<file path="src/rtl/csr_apb_regblock.sv">
// csr_apb_regblock: parametrised CSR register block behind an APB slave port.
// Each register bit is software RW, W1C or RO (chosen by parameter masks).
// Hardware has a per-bit next/we update path that wins over software on the same edge.
// The APB side supports wait states, byte strobes and an error response.
// irq is the OR of all set W1C bits.
module csr_apb_regblock #(
  parameter int NUM_REGS = 8,
  parameter int DATA_W = 32,
  parameter int ADDR_W = 8,
  parameter logic [NUM_REGS*DATA_W-1:0] RESET_VAL = '0,
  parameter logic [NUM_REGS*DATA_W-1:0] SW_WR_MASK = '1,
  parameter logic [NUM_REGS*DATA_W-1:0] W1C_MASK = '0,
  parameter int WAIT_STATES = 0
) (
  input  logic                         clk,
  input  logic                         rst,
  input  logic                         i_psel,
  input  logic                         i_penable,
  input  logic                         i_pwrite,
  input  logic [ADDR_W-1:0]            i_paddr,
  input  logic [DATA_W-1:0]            i_pwdata,
  input  logic [DATA_W/8-1:0]          i_pstrb,
  output logic [DATA_W-1:0]            o_prdata,
  output logic                         o_pready,
  output logic                         o_pslverr,
  input  logic [NUM_REGS*DATA_W-1:0]   i_hw_next,
  input  logic [NUM_REGS*DATA_W-1:0]   i_hw_we,
  output logic [NUM_REGS*DATA_W-1:0]   o_hw_value,
  output logic [NUM_REGS-1:0]          o_sw_wr_pulse,
  output logic [NUM_REGS-1:0]          o_sw_rd_pulse,
  output logic                         o_irq
);

  localparam int TOT_W  = NUM_REGS * DATA_W;
  localparam int IDX_W  = ADDR_W - 2;
  localparam int NLANES = DATA_W / 8;

  typedef enum logic {ST_IDLE, ST_ACCESS} state_t;

  state_t              r_state;
  logic [1:0]          r_wcnt;
  logic [TOT_W-1:0]    r_regs;
  logic [NUM_REGS-1:0] r_wr_pulse;
  logic [NUM_REGS-1:0] r_rd_pulse;

  logic [IDX_W-1:0]    w_idx;
  logic                w_err;
  logic                w_pready;
  logic                w_done;
  logic                w_wr_commit;
  logic                w_rd_done;
  logic [NUM_REGS-1:0] w_hit;
  logic [DATA_W-1:0]   w_lane_mask;
  logic [DATA_W-1:0]   w_rd_mux;
  logic [TOT_W-1:0]    w_regs_next;

  // Word index from the byte address; misaligned or out-of-range addresses are errors.
  assign w_idx = i_paddr[ADDR_W-1:2];
  assign w_err = (i_paddr[1:0] != 2'b00) || (int'(w_idx) >= NUM_REGS);

  // pready is a decode of the registered FSM state, so completion is visible in the same cycle.
  assign w_pready    = (r_state == ST_ACCESS) && (r_wcnt == 2'(WAIT_STATES));
  assign w_done      = w_pready && i_psel && i_penable;
  assign w_wr_commit = w_done && i_pwrite && !w_err;
  assign w_rd_done   = w_done && !i_pwrite && !w_err;

  assign o_pready  = w_pready;
  assign o_pslverr = w_pready && w_err;
  assign o_prdata  = (w_pready && !i_pwrite && !w_err) ? w_rd_mux : '0;

  assign o_hw_value    = r_regs;
  assign o_sw_wr_pulse = r_wr_pulse;
  assign o_sw_rd_pulse = r_rd_pulse;
  assign o_irq         = |(r_regs & W1C_MASK);

  // Expand byte strobes into a per-bit write mask.
  generate
    for (genvar gi = 0; gi < NLANES; gi++) begin : g_lane
      assign w_lane_mask[gi*8 +: 8] = {8{i_pstrb[gi]}};
    end
  endgenerate

  // Per-register next-state: hardware write enable first, then software RW / W1C, else hold.
  generate
    for (genvar gi = 0; gi < NUM_REGS; gi++) begin : g_reg
      localparam logic [DATA_W-1:0] W1C_R = W1C_MASK[gi*DATA_W +: DATA_W];
      localparam logic [DATA_W-1:0] RW_R  = SW_WR_MASK[gi*DATA_W +: DATA_W] & ~W1C_R;

      logic [DATA_W-1:0] w_cur;
      logic [DATA_W-1:0] w_sw_en;
      logic [DATA_W-1:0] w_rw;
      logic [DATA_W-1:0] w_clr;
      logic [DATA_W-1:0] w_sw_val;
      logic [DATA_W-1:0] w_we;

      assign w_hit[gi] = (w_idx == IDX_W'(gi));
      assign w_cur     = r_regs[gi*DATA_W +: DATA_W];
      assign w_we      = i_hw_we[gi*DATA_W +: DATA_W];
      assign w_sw_en   = {DATA_W{w_wr_commit && w_hit[gi]}} & w_lane_mask;
      assign w_rw      = w_sw_en & RW_R;
      assign w_clr     = w_sw_en & W1C_R & i_pwdata;
      assign w_sw_val  = (w_rw & i_pwdata) | (~w_rw & ~w_clr & w_cur);
      assign w_regs_next[gi*DATA_W +: DATA_W] =
          (w_we & i_hw_next[gi*DATA_W +: DATA_W]) | (~w_we & w_sw_val);
    end
  endgenerate

  // Read data mux over the decoded register index.
  always_comb begin
    w_rd_mux = '0;
    for (int i = 0; i < NUM_REGS; i++) begin
      if (w_hit[i]) w_rd_mux = r_regs[i*DATA_W +: DATA_W];
    end
  end

  // Register storage: reload reset values, otherwise take the merged HW/SW next value.
  always_ff @(posedge clk or posedge rst) begin
    if (rst) r_regs <= RESET_VAL;
    else     r_regs <= w_regs_next;
  end

  // APB FSM with wait counter and one-cycle access pulses.
  always_ff @(posedge clk or posedge rst) begin
    if (rst) begin
      r_state    <= ST_IDLE;
      r_wcnt     <= 2'd0;
      r_wr_pulse <= '0;
      r_rd_pulse <= '0;
    end else begin
      r_wr_pulse <= '0;
      r_rd_pulse <= '0;
      case (r_state)
        ST_IDLE: begin
          if (i_psel && !i_penable) begin
            r_state <= ST_ACCESS;
            r_wcnt  <= 2'd0;
          end
        end
        ST_ACCESS: begin
          if (!i_psel) begin
            // Master abandoned the transfer: nothing is committed.
            r_state <= ST_IDLE;
          end else if (w_pready) begin
            r_state    <= ST_IDLE;
            r_wr_pulse <= w_wr_commit ? w_hit : '0;
            r_rd_pulse <= w_rd_done ? w_hit : '0;
          end else begin
            r_wcnt <= r_wcnt + 2'd1;
          end
        end
        default: r_state <= ST_IDLE;
      endcase
    end
  end

endmodule
</file>
<file path="config.mk">
export PLATFORM = sky130hd
export DESIGN_NAME = csr_apb_regblock
export DESIGN_NICKNAME = d
export VERILOG_FILES = /design/src/rtl/csr_apb_regblock.sv
export SDC_FILE = /design/constraint.sdc
export NUM_CORES = 1
export LEC_CHECK = 0
export ABC_CLOCK_PERIOD_IN_PS = 20300
export CORE_AREA = 4 4 339 341
export DETAILED_ROUTE_END_ITERATION = 8
export DIE_AREA = 0 0 343 345
export HOLD_SLACK_MARGIN = 0.1
export SLEW_MARGIN = 5
export SYNTH_ARGS = -nofsm -noshare
export SYNTH_HDL_FRONTEND = slang
export SYNTH_SLANG_ARGS = --single-unit
</file>
<file path="constraint.sdc">
create_clock -name clk -period 20.3 [get_ports clk]
set_input_delay 4.06 -clock clk [delete_from_list [all_inputs] [get_ports clk]]
set_output_delay 4.06 -clock clk [all_outputs]
set_load 0.005 [all_outputs]
</file>
==> results of run 1 <==
final timing paths:
| check | from | to | slack (ns) |
|---|---|---|---|
| setup / recovery | i_paddr[7] | o_prdata[12] | 8.66 |
| hold / removal | r_wcnt[1] | r_wcnt[1] | 0.55 |
| setup reg to reg | r_wcnt[0] | register | 16.69 |
| hold reg to reg | r_wcnt[1] | r_wcnt[1] | 0.55 |
| max in group asynchronous | rst | asynchronous set/reset pin | 14.84 |
| min in group asynchronous | rst | asynchronous set/reset pin | 3.99 |
worst register-to-register path: cells and delay by family (launching register included):
family / cells / cell delay (ns)
buffers and inverters: 2 / 0.47
AOI/OAI and AO/OA: 2 / 1.02
and+or+nand+nor: 2 / 1.07
DFF: 1 / 0.40
adders and majority gates: 1 / 0.50
power groups by stage:
stage | Clock (mW) | Sequential, mW | Combinational, mW
finish | 0.684 | 0.669 | 0.402
global route | 0.724 | 0.673 | 0.430
global placement | 0 | 0.680 | 0.399
detailed placement | 0 | 0.678 | 0.402
floorplan | 0 | 0.639 | 0.123
CTS | 0.706 | 0.669 | 0.405
kinds of logic after synthesis:
family | synth area share
AOI/OAI and AO/OA | 0.226
and+or+nand+nor | 0.133
DFF | 0.453
muxes | 0.140
buffers and inverters | 0.0459
adders and majority gates | 0.000824
other | 0.000247
routing by layer:
| layer | wire length (um) | vias up | track usage |
|---|---|---|---|
| met4 | 3310 | 6 | 0.0536 |
| li1 | - | 7576 | - |
| met2 | 54800 | 984 | 0.311 |
| met3 | 10800 | 171 | 0.0525 |
| met5 | 41 | - | 0 |
| met1 | 48500 | 8917 | 0.241 |
stage by stage:
stage	instance area (sq um)	hold slack, ns
floorplan	15200	0.496
global placement	25600	0.520
detailed placement	25600	0.528
CTS	26800	0.539
global route	26800	0.579
finish	26800	0.547
layout by cell type, fill, tap and decap left out, types with 3 or more instances in the layout:
| master | netlist | final |
|---|---|---|
| a211oi_1 | 32 | 32 |
| a21oi_1 | 112 | 112 |
| a221oi_1 | 64 | 64 |
| a22oi_1 | 72 | 72 |
| a31oi_1 | 48 | 48 |
| and3_1 | 30 | 28 |
| and3b_1 | 3 | 3 |
| and4_1 | 6 | 5 |
| and4b_1 | 4 | 4 |
| buf_4 | 5 | 30 |
| bufinv_16 | 0 | 3 |
| clkbuf_1 | 45 | 13 |
| clkbuf_16 | 0 | 38 |
| clkbuf_8 | 0 | 3 |
| clkdlybuf4s50_1 | 0 | 863 |
| clkinv_2 | 0 | 6 |
| dfrtp_1 | 275 | 275 |
| diode_2 | 0 | 12 |
| inv_1 | 73 | 72 |
| mux2_2 | 32 | 32 |
| mux2i_1 | 104 | 104 |
| mux4_2 | 32 | 32 |
| nand2_1 | 206 | 206 |
| nand2b_4 | 0 | 3 |
| nand3_1 | 3 | 3 |
| nand4_1 | 22 | 22 |
| nand4_2 | 6 | 6 |
| nor2_1 | 15 | 15 |
| nor2b_1 | 48 | 48 |
| nor3_1 | 6 | 6 |
| nor4_4 | 4 | 4 |
| o21ai_0 | 169 | 169 |
| o21ai_1 | 34 | 34 |
| o22ai_1 | 32 | 32 |
| or4bb_1 | 3 | 3 |
final cells by class:
type	instances	area, sq um	area share
diodes	12	30.0	0.00112
clock buffers	54	1040	0.0388
clock inverters	15	178	0.00662
inverters	73	282	0.0105
multi-input cells	1113	7650	0.285
flip-flops and latches	275	6880	0.256
well taps	1500	1880	0.0699
repair buffers	895	8890	0.331
==> results.yml, run 1 <==
worst_setup_path:
  worstPathMaxFanout: 32
  timing.critical_path.from_type: "primary input"
  worstSetupPathType: "primary input to primary output"
  combined_buffer_and_inverter_count_along_the_critical_path: 2
  cp_data_arrival_time_ns: 7.58
  path_depth: 6
  worstSetupEndpointType: "primary output"
  path_cells: "clkdlybuf4s50_1 -> or3_1 -> nor3_1 -> nand2b_4 -> a211oi_1 -> clkdlybuf4s50_1"
  cp_top_family: "simple AND/OR/NAND/NOR gates"
  required_ns: 16.24
  critPathSlowestCell: "clkdlybuf4s50_1"
  ff2ff_path_depth: 7
  crit_top_cell: "clkdlybuf4s50_1"
  worst_path_largest_cell_delay_ns: 0.70
place:
  place.gp.congestion: 0.887
  dpl_worst_slack_ns: 8.75
  io_buffers: 866
  hpwlAfterDp_um: 91000
  numPlacedInstances: 3856
layout:
  drive_above_1_share: 0.0742
  count_of_non_filler_cells_in_the_finished_layout: 3937
  area_growth_syn_to_layout_pct: 76.8
  fillerInstances: 12100
  nets: 2958
  final_util: 0.240
sta:
  finClkSkew_ns: 0.0120
  finalCritPeriodShare: 0.573
  worst_slew_pin_slew_ns: 1.22
  final_period_minus_worst_setup_slack_ns: 11.64
  drv_slew: 0
  timing.slew.headroom: 0.181
  finalHoldViolCount: 0
  layout_setup_ws_ns: 8.66
  fin_setup_tns_ns: 0
  rsz0062_at_grt: "false"
  max_freq_ghz: 0.0859
  setup_viols_final: 0
global_routing:
  grt_pass1_wl_um: 156000
  antenna_found_initial: 16
  pin_count_of_the_biggest_net_entering_global_routing: 125
  grt.overflow.total: 0
  grt_pass1_vias: 18100
  grt_util_all_layers: 0.189
drt:
  final_antenna_net_count: 0
  drcViolationCount: 0
  wirelength_um: 117000
  drt_pass1_iterations: 5
  viasPerCell: 4.48
  wl_per_cell_um: 29.8
  drt_iter0_markers: 1354
  vias: 17700
pwr:
  share_seq_of_total_power: 0.381
  p_clk_frac: 0.390
  p_leak_nw: 10.8
  total_switching_power_mw: 0.524
  pwr-share-comb: 0.229
  p_sw_frac: 0.299
  p_total_mw: 1.75
  power.ir.vdd_worst_mv: 0.0550
  power.internal_mw: 1.23
  powerDensity_nw_per_um2: 65.4
cts:
  post_cts.resized_instances: 0
  clkLatencyLatePin_ns: 0.59
  cts_setup_buffers: 0
  cts-root-to-sink-buffers: 3
  clock_transition_time_at_the_flip_flop_clock_pins_of_the_worst_setup_and_hold_paths_ns: 0.05
  clock_sinks: 275
  tritoncts: "done"
  post_cts_hold_buffer_count: 0
  ctsHtreeMaxLevel: 2
  tritoncts.num_buffers: 38
  cts-root-buf: "clkbuf_16"
worst_hold_path:
  min-delay-path-class: "register to register"
  hold_depth: 1
logic_synthesis:
  warnings_from_yosys: 0
  synth_most_common_cell: "dfrtp_1"
  ys_ff_latch: 275
  ys_dominant_reg_cell: "dfrtp_1"
  ys_seq_area_frac: 0.453
  post_synth_inst_count: 1554
  synth_enable_flop_cells: 0
  synth_area_per_inst_sq_um: 9.77
  synthDistinctLibCells: 48
  ys_top_cells_by_count: "275 x dfrtp_1, 206 x nand2_1, 169 x o21ai_0"
  asyncSetResetFlopFracSynth: 1.00
  post-synth-top-area-fraction: 0.453
  yosysTopAreaCell: "dfrtp_1"
  mappedNetlistArea_sq_um: 15200
  mappedNetlistNets: 2116
  ys_top_cells_by_area: "dfrtp_1 45%, mux2i_1 6.9%, o21ai_0 5.6%, nand2_1 5.1%, mux4_2 4.7%"
run:
  cap_violations: 0
floorplan:
  core_area_sq_um: 112000
  effective_utilization_at_floorplan: 0.136
  die_area_sq_um: 118000
  die_outline_width_um: 343
  die_height_um: 345
  top_level_ports: 868
  placement_rows: 123
run_status:
  run_status: "completed"
Note: power is estimated with default switching activity, not from simulation.
==> run 2, diff against run 1 <==
--- a/config.mk
+++ b/config.mk
@@ -5,10 +5,10 @@
 export SDC_FILE = /design/constraint.sdc
 export NUM_CORES = 1
 export LEC_CHECK = 0
-export ABC_CLOCK_PERIOD_IN_PS = 20300
-export CORE_AREA = 4 4 339 341
+export ABC_CLOCK_PERIOD_IN_PS = 11340
+export CORE_AREA = 4 4 332 334
 export DETAILED_ROUTE_END_ITERATION = 8
-export DIE_AREA = 0 0 343 345
+export DIE_AREA = 0 0 336 338
 export HOLD_SLACK_MARGIN = 0.1
 export SLEW_MARGIN = 5
 export SYNTH_ARGS = -nofsm -noshare
==> constraint.sdc (replaced) <==
create_clock -name clk -period 11.34 [get_ports clk]
set_input_delay 2.268 -clock clk [delete_from_list [all_inputs] [get_ports clk]]
set_output_delay 2.268 -clock clk [all_outputs]
set_load 0.005 [all_outputs]
==> run 2 against run 1 <==
Routed wire length shrank 1.3%. Combinational power grew 78%. Count of clock-buffer cells in the layout shrank 1. Clock skew grew 0.0071 ns. Total power grew 82%. Sequential power grew 79%. Cell area shrank 0.21%. Utilization grew 1.1 points. Critical path type unchanged. Largest power group unchanged. Highest routed layer unchanged.
==> results.yml, run 2 (synthesis gave the netlist of run 1 again) <==
layout:
  multiInputGateArea_sq_um: 7640
  mostFrequentLayoutCell: "clkdlybuf4s50_1"
  seq_area_sq_um: 6880
  nets: 2958
  fillerInstances: 11600
  final_cell_mix: "863 x clkdlybuf4s50_1, 275 x dfrtp_1, 206 x nand2_1"
  area_growth_syn_to_layout_pct: 76.4
  final_util: 0.250
  drive_above_1_share: 0.0767
  count_of_non_filler_cells_in_the_finished_layout: 3839
worst_setup_path:
  timing.critical_path.from_type: "primary input"
  crit_top_cell: "clkdlybuf4s50_1"
  worstSetupEndpointType: "primary output"
  worstSetupPathType: "primary input to primary output"
  ff2ff_path_depth: 7
  cp_top_family: "simple AND/OR/NAND/NOR gates"
  path_cells: "clkdlybuf4s50_1 -> or3_1 -> nor3_1 -> nand2b_4 -> a211oi_1 -> clkdlybuf4s50_1"
  worst_path_largest_cell_delay_ns: 0.66
  combined_buffer_and_inverter_count_along_the_critical_path: 2
  critPathSlowestCell: "a211oi_1"
  cp_data_arrival_time_ns: 5.77
  worst-r2r-setup-slack_ns: 7.62
  worstPathMaxFanout: 32
  regToRegStartpoint: "r_wcnt[0]"
  required_ns: 9.07
drt:
  route.met2.wl_um: 54300
  final_antenna_net_count: 0
  drt_iter0_markers: 1268
  maxUsedRoutingLayer: "met5"
  vias: 17600
  viasPerCell: 4.59
  detailroute.wirelength.met3_um: 9950
  drcViolationCount: 0
  drt_pass1_iterations: 5
  wirelength_um: 116000
  wl_per_cell_um: 30.2
  met1_length_um: 48200
sta:
  finalCritPeriodShare: 0.709
  max_freq_ghz: 0.124
  timing.slew.headroom: 0.205
  finClkSkew_ns: 0.0191
  drv_slew: 0
  worst_slew_pin_slew_ns: 1.19
  finalHoldViolCount: 0
  setup_viols_final: 0
  fin_setup_tns_ns: 0
  final_period_minus_worst_setup_slack_ns: 8.04
  rsz0062_at_grt: "false"
worst_hold_path:
  min-delay-path-class: "register to register"
  worstHoldStart: "r_wcnt[1]"
  hold_depth: 1
  whs_endpoint: "r_wcnt[1]"
cts:
  post_cts.resized_instances: 0
  clock_sinks: 275
  clkLatencyLatePin_ns: 0.60
  cts-root-buf: "clkbuf_16"
  ctsHtreeMaxLevel: 2
  cts_setup_buffers: 0
  tritoncts.num_buffers: 39
  clock_transition_time_at_the_flip_flop_clock_pins_of_the_worst_setup_and_hold_paths_ns: 0.05
  tritoncts: "done"
  cts-root-to-sink-buffers: 3
  post_cts_hold_buffer_count: 0
global_routing:
  grt_pass1_wl_um: 152000
  pin_count_of_the_biggest_net_entering_global_routing: 109
  grt_util_all_layers: 0.194
  grt.overflow.total: 0
  antenna_found_initial: 21
  grt_pass1_vias: 17900
place:
  numPlacedInstances: 3758
  io_buffers: 866
  hpwlAfterDp_um: 89400
  place.gp.congestion: 0.907
pwr:
  p_leak_nw: 10.8
  power.ir.vdd_worst_mv: 0.0807
  powerDensity_nw_per_um2: 119
  p_total_mw: 3.19
floorplan:
  die_outline_width_um: 336
  effective_utilization_at_floorplan: 0.142
  die_height_um: 338
  top_level_ports: 868
  die_area_sq_um: 114000
  core_area_sq_um: 107000
  placement_rows: 120
run:
  cap_violations: 0
run_status:
  run_status: "completed"
[run 2: changes by cell type in the layout (fill, tap and decap cells not counted), sizes merged]
cell      before  now
diode         12   11
clkinvlp       2    1
inv           75   77
bufinv         3    2
clkinv         8   10
buf           32   31
clkbuf        54   53
[run 2: final cells by class]
cell class / count / area share
Sequential cell: 275 / 0.257
Clock buffer: 53 / 0.0414
Antenna cell: 11 / 0.00103
Multi-Input combinational cell: 1113 / 0.286
Timing Repair Buffer: 894 / 0.332
Clock inverter: 17 / 0.00710
Inverter: 73 / 0.0105
Tap cell: 1403 / 0.0656
[run 2: worst max path at each step]
stage / endpoint / slack, ns / cells after the start / from
floorplan: asynchronous set/reset pin / 1.49 / 1 / rst
finish: o_prdata[31] / 3.30 / 6 / i_paddr[6]
detailed placement: o_prdata[31] / 3.37 / 6 / i_paddr[6]
global placement: o_prdata[31] / 3.37 / 6 / i_paddr[7]
CTS: o_prdata[31] / 3.29 / 6 / i_paddr[6]
global route: o_prdata[31] / 3.20 / 6 / i_paddr[7]
[run 2: where the power goes]
part	total [mW]	internal (mW)	switching, mW
combinational	0.715	0.428	0.288
clock	1.28	0.739	0.542
sequential	1.20	1.06	0.135
total	3.19	2.23	0.964
[run 2: per-layer routing]
metal	vias up	GRT usage
li1	7581	-
met1	8791	0.245
met2	1065	0.322
met3	189	0.0549
met4	8	0.0582
met5	-	0
[run 2: stage by stage]
| stage | setup slack [ns] | instance area (sq um) | hold slack [ns] |
|---|---|---|---|
| after global routing | 3.20 | 26800 | 0.566 |
| after global placement | 3.37 | 25500 | 0.510 |
| after detailed placement | 3.37 | 25500 | 0.525 |
| final | 3.30 | 26800 | 0.546 |
| after CTS | 3.29 | 26700 | 0.542 |
| after floorplan | 1.49 | 15200 | 0.496 |
[run 2: worst reg2reg max path: cells and delay by family, from the launching register on]
family	cells	cell delay, ns
simple gates	2	1.18
compound gates	2	1.06
fa+ha+maj	1	0.49
buf+inv	2	0.44
flops	1	0.40
